File: src/rtl/lowf_q_pkg.sv
// Shared types, default sizing and address helpers for the low-frequency
// sample queue sequencer.
package lowf_q_pkg;

   localparam int DEF_ADDR_W = 10;
   localparam int DEF_WINDOW = 1021;
   localparam int DEF_DECIM  = 2;
   localparam int DEF_RD_LAT = 1;

   localparam logic [0:0] ST_IDLE  = 1'b0;
   localparam logic [0:0] ST_BURST = 1'b1;

   typedef enum logic [0:0] {
      IDLE  = ST_IDLE,
      BURST = ST_BURST
   } state_t;

   // Callers truncate the result to their address width, which yields the
   // natural modulo-DEPTH wrap.
   function automatic logic [31:0] wrap_sub(input logic [31:0] a, input logic [31:0] b);
      return a - b;
   endfunction

endpackage

File: src/rtl/lowf_q_wr_ctrl.sv
// Write side of the sample queue: decimates wrt_smpl strobes, owns the write
// pointer and the saturating fill count, and raises a burst request.
module lowf_q_wr_ctrl
   import lowf_q_pkg::*;
#(
   parameter int ADDR_W = DEF_ADDR_W,
   parameter int WINDOW = DEF_WINDOW,
   parameter int DECIM  = DEF_DECIM
) (
   input  logic              clk,
   input  logic              rst_n,
   input  logic              clr,
   input  logic              wrt_smpl,
   output logic              accept,
   output logic              req,
   output logic              full,
   output logic [ADDR_W-1:0] wptr,
   output logic [ADDR_W-1:0] wptr_new
);

   localparam int                DEC_W   = (DECIM > 1) ? $clog2(DECIM) : 1;
   localparam logic [DEC_W-1:0]  DEC_MAX = DEC_W'(DECIM - 1);
   localparam logic [ADDR_W-1:0] WIN     = ADDR_W'(WINDOW);

   logic [DEC_W-1:0]  dec_cnt;
   logic [ADDR_W-1:0] cnt;
   logic [ADDR_W-1:0] cnt_new;

   // clr blocks the write in its own cycle so a flush never leaves a stray sample.
   assign accept   = wrt_smpl & ~clr & (dec_cnt == '0);
   assign cnt_new  = (cnt == WIN) ? cnt : cnt + 1'b1;
   assign wptr_new = accept ? wptr + 1'b1 : wptr;
   assign req      = accept & (cnt_new == WIN);
   assign full     = (cnt == WIN);

   always_ff @(posedge clk or negedge rst_n) begin
      if (!rst_n) begin
         dec_cnt <= '0;
         wptr    <= '0;
         cnt     <= '0;
      end else if (clr) begin
         dec_cnt <= '0;
         wptr    <= '0;
         cnt     <= '0;
      end else begin
         if (wrt_smpl) begin
            dec_cnt <= (dec_cnt == DEC_MAX) ? '0 : dec_cnt + 1'b1;
         end
         if (accept) begin
            wptr <= wptr_new;
            cnt  <= cnt_new;
         end
      end
   end

endmodule

File: src/rtl/lowf_queue_sequencer.sv
// Low-frequency circular queue controller: writes decimated samples into the
// dual-port RAM and replays the full window oldest-to-newest on every accept.
module lowf_queue_sequencer
   import lowf_q_pkg::*;
#(
   parameter int ADDR_W = DEF_ADDR_W,
   parameter int WINDOW = DEF_WINDOW,
   parameter int DECIM  = DEF_DECIM,
   parameter int RD_LAT = DEF_RD_LAT
) (
   input  logic              clk,
   input  logic              rst_n,
   input  logic              clr,
   input  logic              wrt_smpl,
   output logic              we,
   output logic [ADDR_W-1:0] waddr,
   output logic [ADDR_W-1:0] raddr,
   output logic              smpl_vld,
   output logic              smpl_last,
   output logic              sequencing,
   output logic              full,
   output logic              overrun
);

   localparam logic [ADDR_W-1:0] WIN = ADDR_W'(WINDOW);
   localparam logic [ADDR_W-1:0] ONE = ADDR_W'(1);

   logic              accept;
   logic              req;
   logic [ADDR_W-1:0] wptr;
   logic [ADDR_W-1:0] wptr_new;
   logic [ADDR_W-1:0] base;

   state_t            state;
   logic [ADDR_W-1:0] rd_ptr;
   logic [ADDR_W-1:0] rd_left;
   logic [ADDR_W-1:0] raddr_q;
   logic              pending;
   logic              overrun_q;
   logic              issue;
   logic              last_issue;
   logic [RD_LAT-1:0] vld_sr;
   logic [RD_LAT-1:0] last_sr;

   lowf_q_wr_ctrl #(
      .ADDR_W (ADDR_W),
      .WINDOW (WINDOW),
      .DECIM  (DECIM)
   ) u_wr_ctrl (
      .clk      (clk),
      .rst_n    (rst_n),
      .clr      (clr),
      .wrt_smpl (wrt_smpl),
      .accept   (accept),
      .req      (req),
      .full     (full),
      .wptr     (wptr),
      .wptr_new (wptr_new)
   );

   assign we    = accept;
   assign waddr = wptr;

   // Oldest sample of the window that ends with whatever is written this cycle.
   assign base = ADDR_W'(wrap_sub(32'(wptr_new), 32'(WINDOW)));

   assign issue      = (state == BURST);
   assign last_issue = issue & (rd_left == ONE);
   assign raddr      = issue ? rd_ptr : raddr_q;
   assign sequencing = issue;
   assign smpl_vld   = vld_sr[RD_LAT-1];
   assign smpl_last  = last_sr[RD_LAT-1];
   assign overrun    = overrun_q;

   always_ff @(posedge clk or negedge rst_n) begin
      if (!rst_n) begin
         state     <= IDLE;
         rd_ptr    <= '0;
         rd_left   <= '0;
         raddr_q   <= '0;
         pending   <= 1'b0;
         overrun_q <= 1'b0;
         vld_sr    <= '0;
         last_sr   <= '0;
      end else if (clr) begin
         state     <= IDLE;
         rd_ptr    <= '0;
         rd_left   <= '0;
         raddr_q   <= '0;
         pending   <= 1'b0;
         overrun_q <= 1'b0;
         vld_sr    <= '0;
         last_sr   <= '0;
      end else begin
         vld_sr[0]  <= issue;
         last_sr[0] <= last_issue;
         for (int i = 1; i < RD_LAT; i++) begin
            vld_sr[i]  <= vld_sr[i-1];
            last_sr[i] <= last_sr[i-1];
         end

         case (state)
            IDLE: begin
               if (req) begin
                  state   <= BURST;
                  rd_ptr  <= base;
                  rd_left <= WIN;
               end
            end
            BURST: begin
               raddr_q <= rd_ptr;
               if (last_issue) begin
                  // A waiting or coincident request chains straight into the next burst.
                  if (pending | req) begin
                     rd_ptr  <= base;
                     rd_left <= WIN;
                     pending <= 1'b0;
                     if (pending & req) begin
                        overrun_q <= 1'b1;
                     end
                  end else begin
                     state <= IDLE;
                  end
               end else begin
                  rd_ptr  <= rd_ptr + 1'b1;
                  rd_left <= rd_left - 1'b1;
                  if (req) begin
                     pending <= 1'b1;
                     if (pending) begin
                        overrun_q <= 1'b1;
                     end
                  end
               end
            end
            default: state <= IDLE;
         endcase
      end
   end

endmodule

File: config.mk
export PLATFORM = sky130hd
export DESIGN_NAME = lowf_queue_sequencer
export DESIGN_NICKNAME = d
export VERILOG_FILES = /design/src/rtl/lowf_q_pkg.sv /design/src/rtl/lowf_q_wr_ctrl.sv /design/src/rtl/lowf_queue_sequencer.sv
export SDC_FILE = /design/constraint.sdc
export NUM_CORES = 1
export LEC_CHECK = 0
export BUFFER_PORTS_ARGS = -buffer_cell sky130_fd_sc_hd__clkbuf_2
export CORE_MARGIN = 4
export CORE_UTILIZATION = 40
export DETAILED_ROUTE_END_ITERATION = 8
export GPL_TIMING_DRIVEN = 0
export SLEW_MARGIN = 5
export SYNTH_ARGS = -nofsm -noshare
export SYNTH_HDL_FRONTEND = slang
export SYNTH_SLANG_ARGS = --single-unit
File: constraint.sdc
create_clock -name clk -period 3.8 [get_ports clk]
set_clock_uncertainty 0.15 [all_clocks]
set_input_delay 0.38 -clock clk [delete_from_list [all_inputs] [get_ports clk]]
set_output_delay 0.38 -clock clk [all_outputs]
set_load 0.005 [all_outputs]
After elaboration in Yosys (flattened, before gate mapping). Index checks and enable logic that the tools add are counted.

Mux-type cells: 40. Add/subtract/negate cells: 6. Reduce and logical (&&, ||, !) cells: 8. Eq/ne operators: 7. Bitwise logic cells: 9.

Operator list (count): 2-to-1 mux 10 bit (16); one-hot mux 10 bit (2 select lines) (2); adder 10 x 1 -> 10 bit, second input constant (3); 2-to-1 mux 1 bit (21); equality test 10 bit, second input constant (2); equality test 10 x 1 -> 1 bit, second input constant (1); subtractor 10 x 1 -> 10 bit, second input constant (1); subtractor 10 bit, second input constant (1); != test 3 x 2 -> 1 bit, second input constant (2); nonzero test 2 bit (3); nonzero test 3 bit (2); AND 1 bit (5); AND reduction 5 bit (1); != test 4 x 3 -> 1 bit, second input constant (1); != test 3 bit, second input constant (1); inverter 1 bit (3); AND reduction 3 bit (1); one-hot mux 1 bit (2 select lines) (1); AND reduction 2 bit (1); adder 1 bit, second input constant (1); OR 1 bit (1).

Input port bits: 4. Output and inout port bits: 26. Word-level logic and storage cells: 81. Flip-flop bits (word level): 56.

Longest topological paths before layout. Gate-level depths: netlist of the first run.

Depth in word-level cells: 10. Gate-level depth with buffers: 11. Mapped depth without buffers: 10.

Modules after synthesis. Synthesis of the first run repeated with hierarchy kept, for this count alone.

Cell total of the unflattened synthesis: 359. Area, all modules: 3418.3 um2.

By module, submodules not included: lowf_queue_sequencer (cells an instance 208, area an instance 2072.0 um2, instances 1, sequential area each 875.8 um2); lowf_q_wr_ctrl (cells an instance 151, area an instance 1346.3 um2, instances 1, sequential area each 525.5 um2).

Worst setup path after synthesis of the first run. No wires, ideal clock.

Path type: input -> register. From: input clr. To: register rd_ptr[8]. Data arrival time: 2.459 ns. Required time: 3.513 ns. Buffers on the path: 2. Setup time: 0.137 ns. Setup slack: 1.054 ns. Cell stages on the path: 9. Path through: buf_6 > or3b_1 > buf_2 > or4_4 > a311oi_4 > a31oi_1 > o21a_1 > o31ai_1 > o32ai_1.

Cells in the longest elaborated chain, start to end: 9. Elaborated cells between the ends (all ways): 15. Classes of those cells: add/sub (1); eq/ne (2); mux (6); bitwise (5); reduce/logical (1).

RTL lines: start, declared (RTL line lowf_queue_sequencer.sv:13) `input logic clr,`; inverter 1 bit (RTL line lowf_q_wr_ctrl.sv:30) `assign accept = wrt_smpl & ~clr & (dec_cnt == '0);`; AND 1 bit (2 in series) (RTL line lowf_q_wr_ctrl.sv:30); 2-to-1 mux 10 bit (RTL line lowf_q_wr_ctrl.sv:32) `assign wptr_new = accept ? wptr + 1'b1 : wptr;`; subtractor 10 bit (RTL line lowf_q_pkg.sv:21) `return a - b;`; 2-to-1 mux 10 bit (RTL line lowf_queue_sequencer.sv:114) `if (pending | req) begin`; 2-to-1 mux 10 bit (RTL line lowf_queue_sequencer.sv:112) `if (last_issue) begin`; one-hot mux 10 bit (2 select lines) (RTL line lowf_queue_sequencer.sv:102) `case (state)`; 2-to-1 mux 10 bit (RTL line lowf_queue_sequencer.sv:85) `end else if (clr) begin`; end signal, assigned (RTL line lowf_queue_sequencer.sv:106) `rd_ptr <= base;`; end signal, assigned (RTL line lowf_queue_sequencer.sv:115) `rd_ptr <= base;`; end signal, assigned (RTL line lowf_queue_sequencer.sv:125) `rd_ptr <= rd_ptr + 1'b1;`; end, declared (RTL line lowf_queue_sequencer.sv:35) `logic [ADDR_W-1:0] rd_ptr;`.

Parallel ways exist; a longest one is shown, timed or not. The select of a mux whose other input is x is not followed. A chain may end at the register's enable or synchronous reset.

Final worst setup path of the first run.
From: register u_wr_ctrl.cnt[0]. To: register rd_ptr[7].

Cells in the longest elaborated chain, start to end: 7. Elaborated cells between the ends (all ways): 9. Classes of those cells: add/sub (1); eq/ne (4); mux (1); bitwise (2); reduce/logical (1).

RTL lines: start, declared (RTL line lowf_q_wr_ctrl.sv:26) `logic [ADDR_W-1:0] cnt;`; start signal, assigned (RTL line lowf_q_wr_ctrl.sv:51) `cnt <= cnt_new;`; adder 10 x 1 -> 10 bit or equality test 10 bit (tied branches) (RTL line lowf_q_wr_ctrl.sv:31) `assign cnt_new = (cnt == WIN) ? cnt : cnt + 1'b1;`; 2-to-1 mux 10 bit * (RTL line lowf_q_wr_ctrl.sv:31); equality test 10 bit * (RTL line lowf_q_wr_ctrl.sv:33) `assign req = accept & (cnt_new == WIN);`; AND 1 bit * (RTL line lowf_q_wr_ctrl.sv:33); OR 1 bit (RTL line lowf_queue_sequencer.sv:114); != test 4 x 3 -> 1 bit (no source line); AND reduction 2 bit (no source line) *.

Every way passes the cells marked *; elsewhere a longest branch is shown, timed or not.

==> results.cfg, run 1 <==
[status]
status = finished clean

[die]
chipHeight_um = 102
ios = 30
core.rowCount = 34
dieWidth_um = 102
floorplan.initialDensity_pct = 41.0
core_um2 = 8680
die_area_um2 = 10500

[critical_path]
crit_family = simple AND/OR/NAND/NOR gates
required_ns = 3.87
rrSetupSlack_ns = 0.65
r2r-start = u_wr_ctrl.cnt[0]
crit_type = register to register
cp.arrival_ns = 3.22
rr_endpoint = rd_ptr[7]
worstSetupStartpointType = register
max_stage_delay_ns = 0.77
r2r_cells = 8
critPathMaxFanout = 8
cpMaxStageDelayCell = nor4b_1
path_cells = ha_1, nand3_2, or3_1, a211oi_1, o211ai_1, nor4b_1, a21oi_1, o32ai_1
worst-path-buf-inv = 0
cp-end-kind = register

[logic_synthesis]
dominantRegCellSynth = dfrtp_1
synth_enable_flop_cells = 0
ys_ff_latch = 56
synth_top_area_share_pct = 39.4
ys_top_cells_by_area = dfrtp_1 39%, nor2_1 4.0%, mux2_2 3.5%, a21oi_1 3.4%, a211oi_1 3.4%
yosys_warnings = 0
synth_area_per_cell_um2 = 8.82
syn_nets = 414
yosysSeqAreaShare_pct = 39.4
syn_area_um2 = 3550
ys_types = 64
async_flop_share_pct = 100
synthCells = 403
yosysTopAreaCell = dfrtp_1

[placement]
port_buffers = 28
gp_congestion = 0.864
place_ws_ns = 0.701
post-dp-hpwl_um = 6550

[pwr]
ir_worst_vdd_mv = 0.171
leakagePower_nw = 1.69
total_power_mw = 1.05
p_per_area_nw_per_um2 = 267

[timing]
final-max-slew-violation-count = 0
maxSlewHeadroom_pct = 41.0
rsz0062_at_grt = no
hold_viol_final = 0
post-route-min-period_ns = 3.15
fin_crit_sh_pct = 82.9
finalSetupViolations = 0
tightest_slew_ns = 0.873
fmax_ghz = 0.317
setup-tns-final_ns = 0
setup_slack_ns = 0.650

[detailed_routing]
drtIter0Drc = 148
via_per_inst = 5.75
routed_wl_um = 9080
antenna_left = 0
vias = 3144
drc = 0
wl_per_cell_um = 16.6
drtPass1Iterations = 4

[flow_run]
drv_cap = 0

[global_routing]
grt_pass1_wl_um = 14800
grt_pass1_vias = 2990
grt_use_total_pct = 18.0
antenna_found_initial = 0
overflow = 0
grt_start_max_net_pins = 57

[hold_path]
hold_path_class = input port to async pin

[clock_network]
htree_levels = 2
ctsRootBufferMaster = clkbuf_8
cts_buffer_depth = 2
path_clk_slew_ns = 0.11
cts_setup_buffers = 0
cts_resized = 0
cts.sinks = 56
cts_tree = built
worstSkewPairLatency_ns = 0.31
cts_buffers = 5
cts_hold_buf = 0

[finish]
final_util_pct = 45.3
drive_above_1_share_pct = 15.3
syn_to_final_growth_pct = 10.5
nets = 449
num_antenna_cells = 0
num-fill-cells = 893
[cell type report]
type	instances	area, um^2	share of cell area (%)
multi-input combinational	304	1970	50.2
sequential	56	1400	35.7
timing repair buffer	28	143	3.63
tap	108	135	3.44
buffer	27	121	3.09
clock buffer	5	68.8	1.75
inverter	16	61.3	1.56
clock inverter	3	26.3	0.669
[cell families after synthesis]
logic type,after synthesis,synth area share [%]
fa+ha+maj,7,2.46
buf+inv,43,5.14
mux,12,3.77
compound gates,101,19.6
simple gates,163,24.4
xor+xnor,21,5.17
flops,56,39.4
[how the worst max path moves through the flow]
stage                           end  slack [ns]               from  cells past startpoint
final                     rd_ptr[7]        0.65   u_wr_ctrl.cnt[0]                      8
after detailed placement  rd_ptr[9]        0.70  u_wr_ctrl.wptr[1]                     10
after CTS                 rd_ptr[9]        0.67  u_wr_ctrl.wptr[1]                     10
after global placement    rd_ptr[9]        0.69  u_wr_ctrl.wptr[1]                     10
after global routing      rd_ptr[9]        0.39  u_wr_ctrl.wptr[1]                     10
after floorplan           rd_ptr[8]        1.05                clr                      9
[through the flow]
| stage | cells | hold WS [ns] | instance area [um^2] |
|---|---|---|---|
| after floorplan | 403 | -0.0656 | 3550 |
| after global placement | 539 | 0.334 | 3830 |
| after detailed placement | 539 | 0.340 | 3830 |
| after CTS | 547 | 0.0366 | 3930 |
| after global routing | 547 | 0.0722 | 3930 |
| final | 547 | 0.00611 | 3930 |
[state kept, by name, summed over array words and instances (netlist names)]
signal	flops
rd_ptr	10
sequencing	1
u_wr_ctrl.wptr	10
smpl_last	1
rd_left	10
u_wr_ctrl.cnt	10
pending	1
smpl_vld	1
overrun	1
raddr_q	10
u_wr_ctrl.dec_cnt	1
[report_power, final]
group | switching [mW] | internal [mW]
clock | 0.214 | 0.136
sequential | 0.00760 | 0.601
combinational | 0.0621 | 0.0293
total | 0.284 | 0.766
[layer usage]
layer	wire (um)	track usage (%)	up-vias
met5	0	0	-
met4	183	5.75	0
met3	315	2.87	14
met2	4430	30.9	70
met1	4160	23.0	1528
li1	-	-	1532
[worst register-to-register path, stage by stage, from the launching register on]
cell and delay [ns]:
dfrtp_1 0.50, ha_1 0.29, nand3_2 0.17, or3_1 0.34
a211oi_1 0.34, o211ai_1 0.13, nor4b_1 0.77, a21oi_1 0.08
o32ai_1 0.30
[synth_stat cells (all sizes together) (6+ instances only)]
| cell type | n |
|---|---|
| nor2 | 38 |
| inv | 15 |
| and3 | 9 |
| nor3 | 15 |
| xnor2 | 13 |
| buf | 9 |
| a211oi | 16 |
| ha | 7 |
| xor2 | 8 |
| a21oi | 24 |
| nand4 | 6 |
| and2 | 15 |
| o21ai | 24 |
| clkbuf | 18 |
| nand3 | 14 |
| mux2 | 11 |
| dfrtp | 56 |
| nand2 | 29 |
[cells in the final DEF, fill, tap and decap left out, types with 9 or more instances in the layout]
cell type / n
a211oi_1: 16
a21oi_1: 24
and2_1: 15
and3_1: 9
clkbuf_1: 17
clkbuf_2: 28
dfrtp_1: 56
inv_1: 15
mux2_2: 11
nand2_1: 29
nand3_1: 13
nor2_1: 38
nor3_1: 14
o21ai_0: 15
o21ai_1: 9
xnor2_1: 13
Power figures use the tool's default switching activity.
==> run 2, diff against run 1 <==
Settings changed: ABC_AREA set to 1.
Clock period 3.8 ns to 2.95 ns, I/O delays scaled along.
==> run 2 against run 1 <==
  * Final cell count grew 20%
  * Sequential power grew 33%
  * Global-route usage shrank 0.18 points
  * Design area shrank 0.22%
  * Die area shrank 0.42%
  * Clock-buffer cell count is the same
  * Synthesized cell count grew 27%
  * Total power grew 38%
  * First-iteration DRC count is the same
  * Sequential cell count is the same
  * Largest power group unchanged
==> results.cfg, run 2 <==
[clock_network]
cts_tree = built
cts.sinks = 56
ctsRootBufferMaster = clkbuf_8
cts_buffers = 5
worstSkewPairLatency_ns = 0.32
cts_setup_buffers = 0
cts_buffer_depth = 2
path_clk_slew_ns = 0.11
htree_levels = 2

[finish]
drive_above_1_share_pct = 12.6
final_area_um2 = 3920
final_cells = 657
syn_to_final_growth_pct = 10.7
final_cell_mix = 194 x nand2_1, 56 x dfrtp_1, 55 x inv_1
final_common_cell = nand2_1
final_util_pct = 45.2
num_antenna_cells = 0
nets = 559

[timing]
hold_viol_final = 0
rsz0062_at_grt = no
fmax_ghz = 0.395
setup-tns-final_ns = 0
final-max-slew-violation-count = 0
maxSlewHeadroom_pct = 45.6
fin_crit_sh_pct = 85.8
setup_slack_ns = 0.420
tightest_slew_ns = 0.816
holdWs_ns = 0.0501
post-route-min-period_ns = 2.53
finalSetupViolations = 0

[logic_synthesis]
yosysTopAreaCell = dfrtp_1
async_flop_share_pct = 100
syn_nets = 523
synthCells = 512
dominantRegCellSynth = dfrtp_1
yosysSeqAreaShare_pct = 39.6
yosys_warnings = 0
ys_ff_latch = 56
synth_top_area_share_pct = 39.6
synth_area_per_cell_um2 = 6.91
ys_top_cells_by_area = dfrtp_1 40%, nand2_1 21%, inv_1 5.8%, nor2_1 4.9%, nand3_1 4.5%
synth_most_common_cell = nand2_1
synth_enable_flop_cells = 0
syn_area_um2 = 3540
synth_common_cells = 194 x nand2_1, 56 x dfrtp_1, 55 x inv_1
ys_types = 34

[critical_path]
required_ns = 3.02
cp.arrival_ns = 2.60
path_cells = inv_1, nand3_1, buf_2, nand2_1, nand2_1, ha_1, nand3b_1, nor2_1, nand2_1, nor2_1, a21oi_1, nand2_1, nand2_1, nand2_1, nand2_1
max_stage_delay_ns = 0.40
worstSetupStartpointType = register
critPathMaxFanout = 10
cp-end-kind = register
cpMaxStageDelayCell = dfrtp_1
cp_num_cells = 15
crit_family = simple AND/OR/NAND/NOR gates
worst-path-buf-inv = 2
crit_type = register to register
crit_path_frequent_cell = nand2_1
r2r_cells = 15

[pwr]
power.internal_mw = 1.01
switching_share_pct = 29.7
p_clk_share_pct = 31.4
p_switching_mw = 0.429
seq_power_share_pct = 55.9
p_per_area_nw_per_um2 = 369
ir_worst_vdd_mv = 0.224
power_frac_comb_pct = 12.7
total_power_mw = 1.44
leakagePower_nw = 2.07

[flow_run]
drv_cap = 0

[placement]
post-dp-hpwl_um = 6400
port_buffers = 28
place_ws_ns = 0.343
gp_congestion = 0.855
dpl-instance-area_um2 = 3820
place_inst = 648

[global_routing]
use_met1_pct = 25.4
overflow = 0
grt_pass1_wl_um = 14800
grt_start_max_net_pins = 57
antenna_found_initial = 0
top_usage_layer = met2
use_met3_pct = 2.87
gr-usage-met2_pct = 28.6
grt_pass1_vias = 3056
grt_use_total_pct = 17.8

[die]
core.rowCount = 34
core_um2 = 8680
floorplan.initialDensity_pct = 40.8
dieWidth_um = 102
chipHeight_um = 102
die_area_um2 = 10400
ios = 30

[hold_path]
hold_path_class = input port to register
hold_depth = 2

[detailed_routing]
wl_per_cell_um = 13.3
antenna_left = 0
drtPass1Iterations = 4
vias = 3291
via_per_inst = 5.01
drc = 0
routed_wl_um = 8770
drtIter0Drc = 148

[status]
status = finished clean
run 2: area by class of cell:
class                           instances  area (um^2)
Buffer                                 13         80.1
Sequential cell                        56         1400
Tap cell                              108          135
Clock inverter                          3         23.8
Inverter                               58          219
Multi-Input combinational cell        385         1840
Clock buffer                            5         68.8
Timing Repair Buffer                   29          153
Fill cell                             889         4760
run 2: routing by layer:
layer	wire length (um)	vias to the layer above
li1	-	1696
met1	4330	1545
met2	4040	42
met3	294	8
met4	104	0
met5	0	-
run 2: kinds of logic (layout without fill, tap and decap cells):
group,Yosys count,count (layout),share of synthesized area [%]
xor+xnor,6,6,1.49
flops,56,56,39.6
simple gates,306,306,37.5
fa+ha+maj,7,7,2.48
buf+inv,71,108,8.45
compound gates,66,66,10.5
run 2: power by group through the flow:
stage	Combinational (mW)	Sequential [mW]	Clock, mW
floorplan	0.122	0.818	0
global placement	0.182	0.821	0
detailed placement	0.184	0.822	0
CTS	0.186	0.807	0.471
global route	0.210	0.811	0.497
finish	0.183	0.807	0.454
run 2: what timing repair did:
item	in CTS	in global routing
gates resized for setup	0	0
hold endpoints to repair	56	0
hold buffers	1	0
run 2: path summary, 6_finish.rpt:
check,startpoint,end,slack [ns]
min in group asynchronous,rst_n,u_wr_ctrl.cnt[5],0.47
setup reg to reg,u_wr_ctrl.dec_cnt,rd_ptr[8],0.42
hold reg to reg,overrun,overrun,0.35
max in group asynchronous,rst_n,rd_left[9],1.65
hold / removal,clr,smpl_last,0.05
setup / recovery,u_wr_ctrl.dec_cnt,rd_ptr[8],0.42
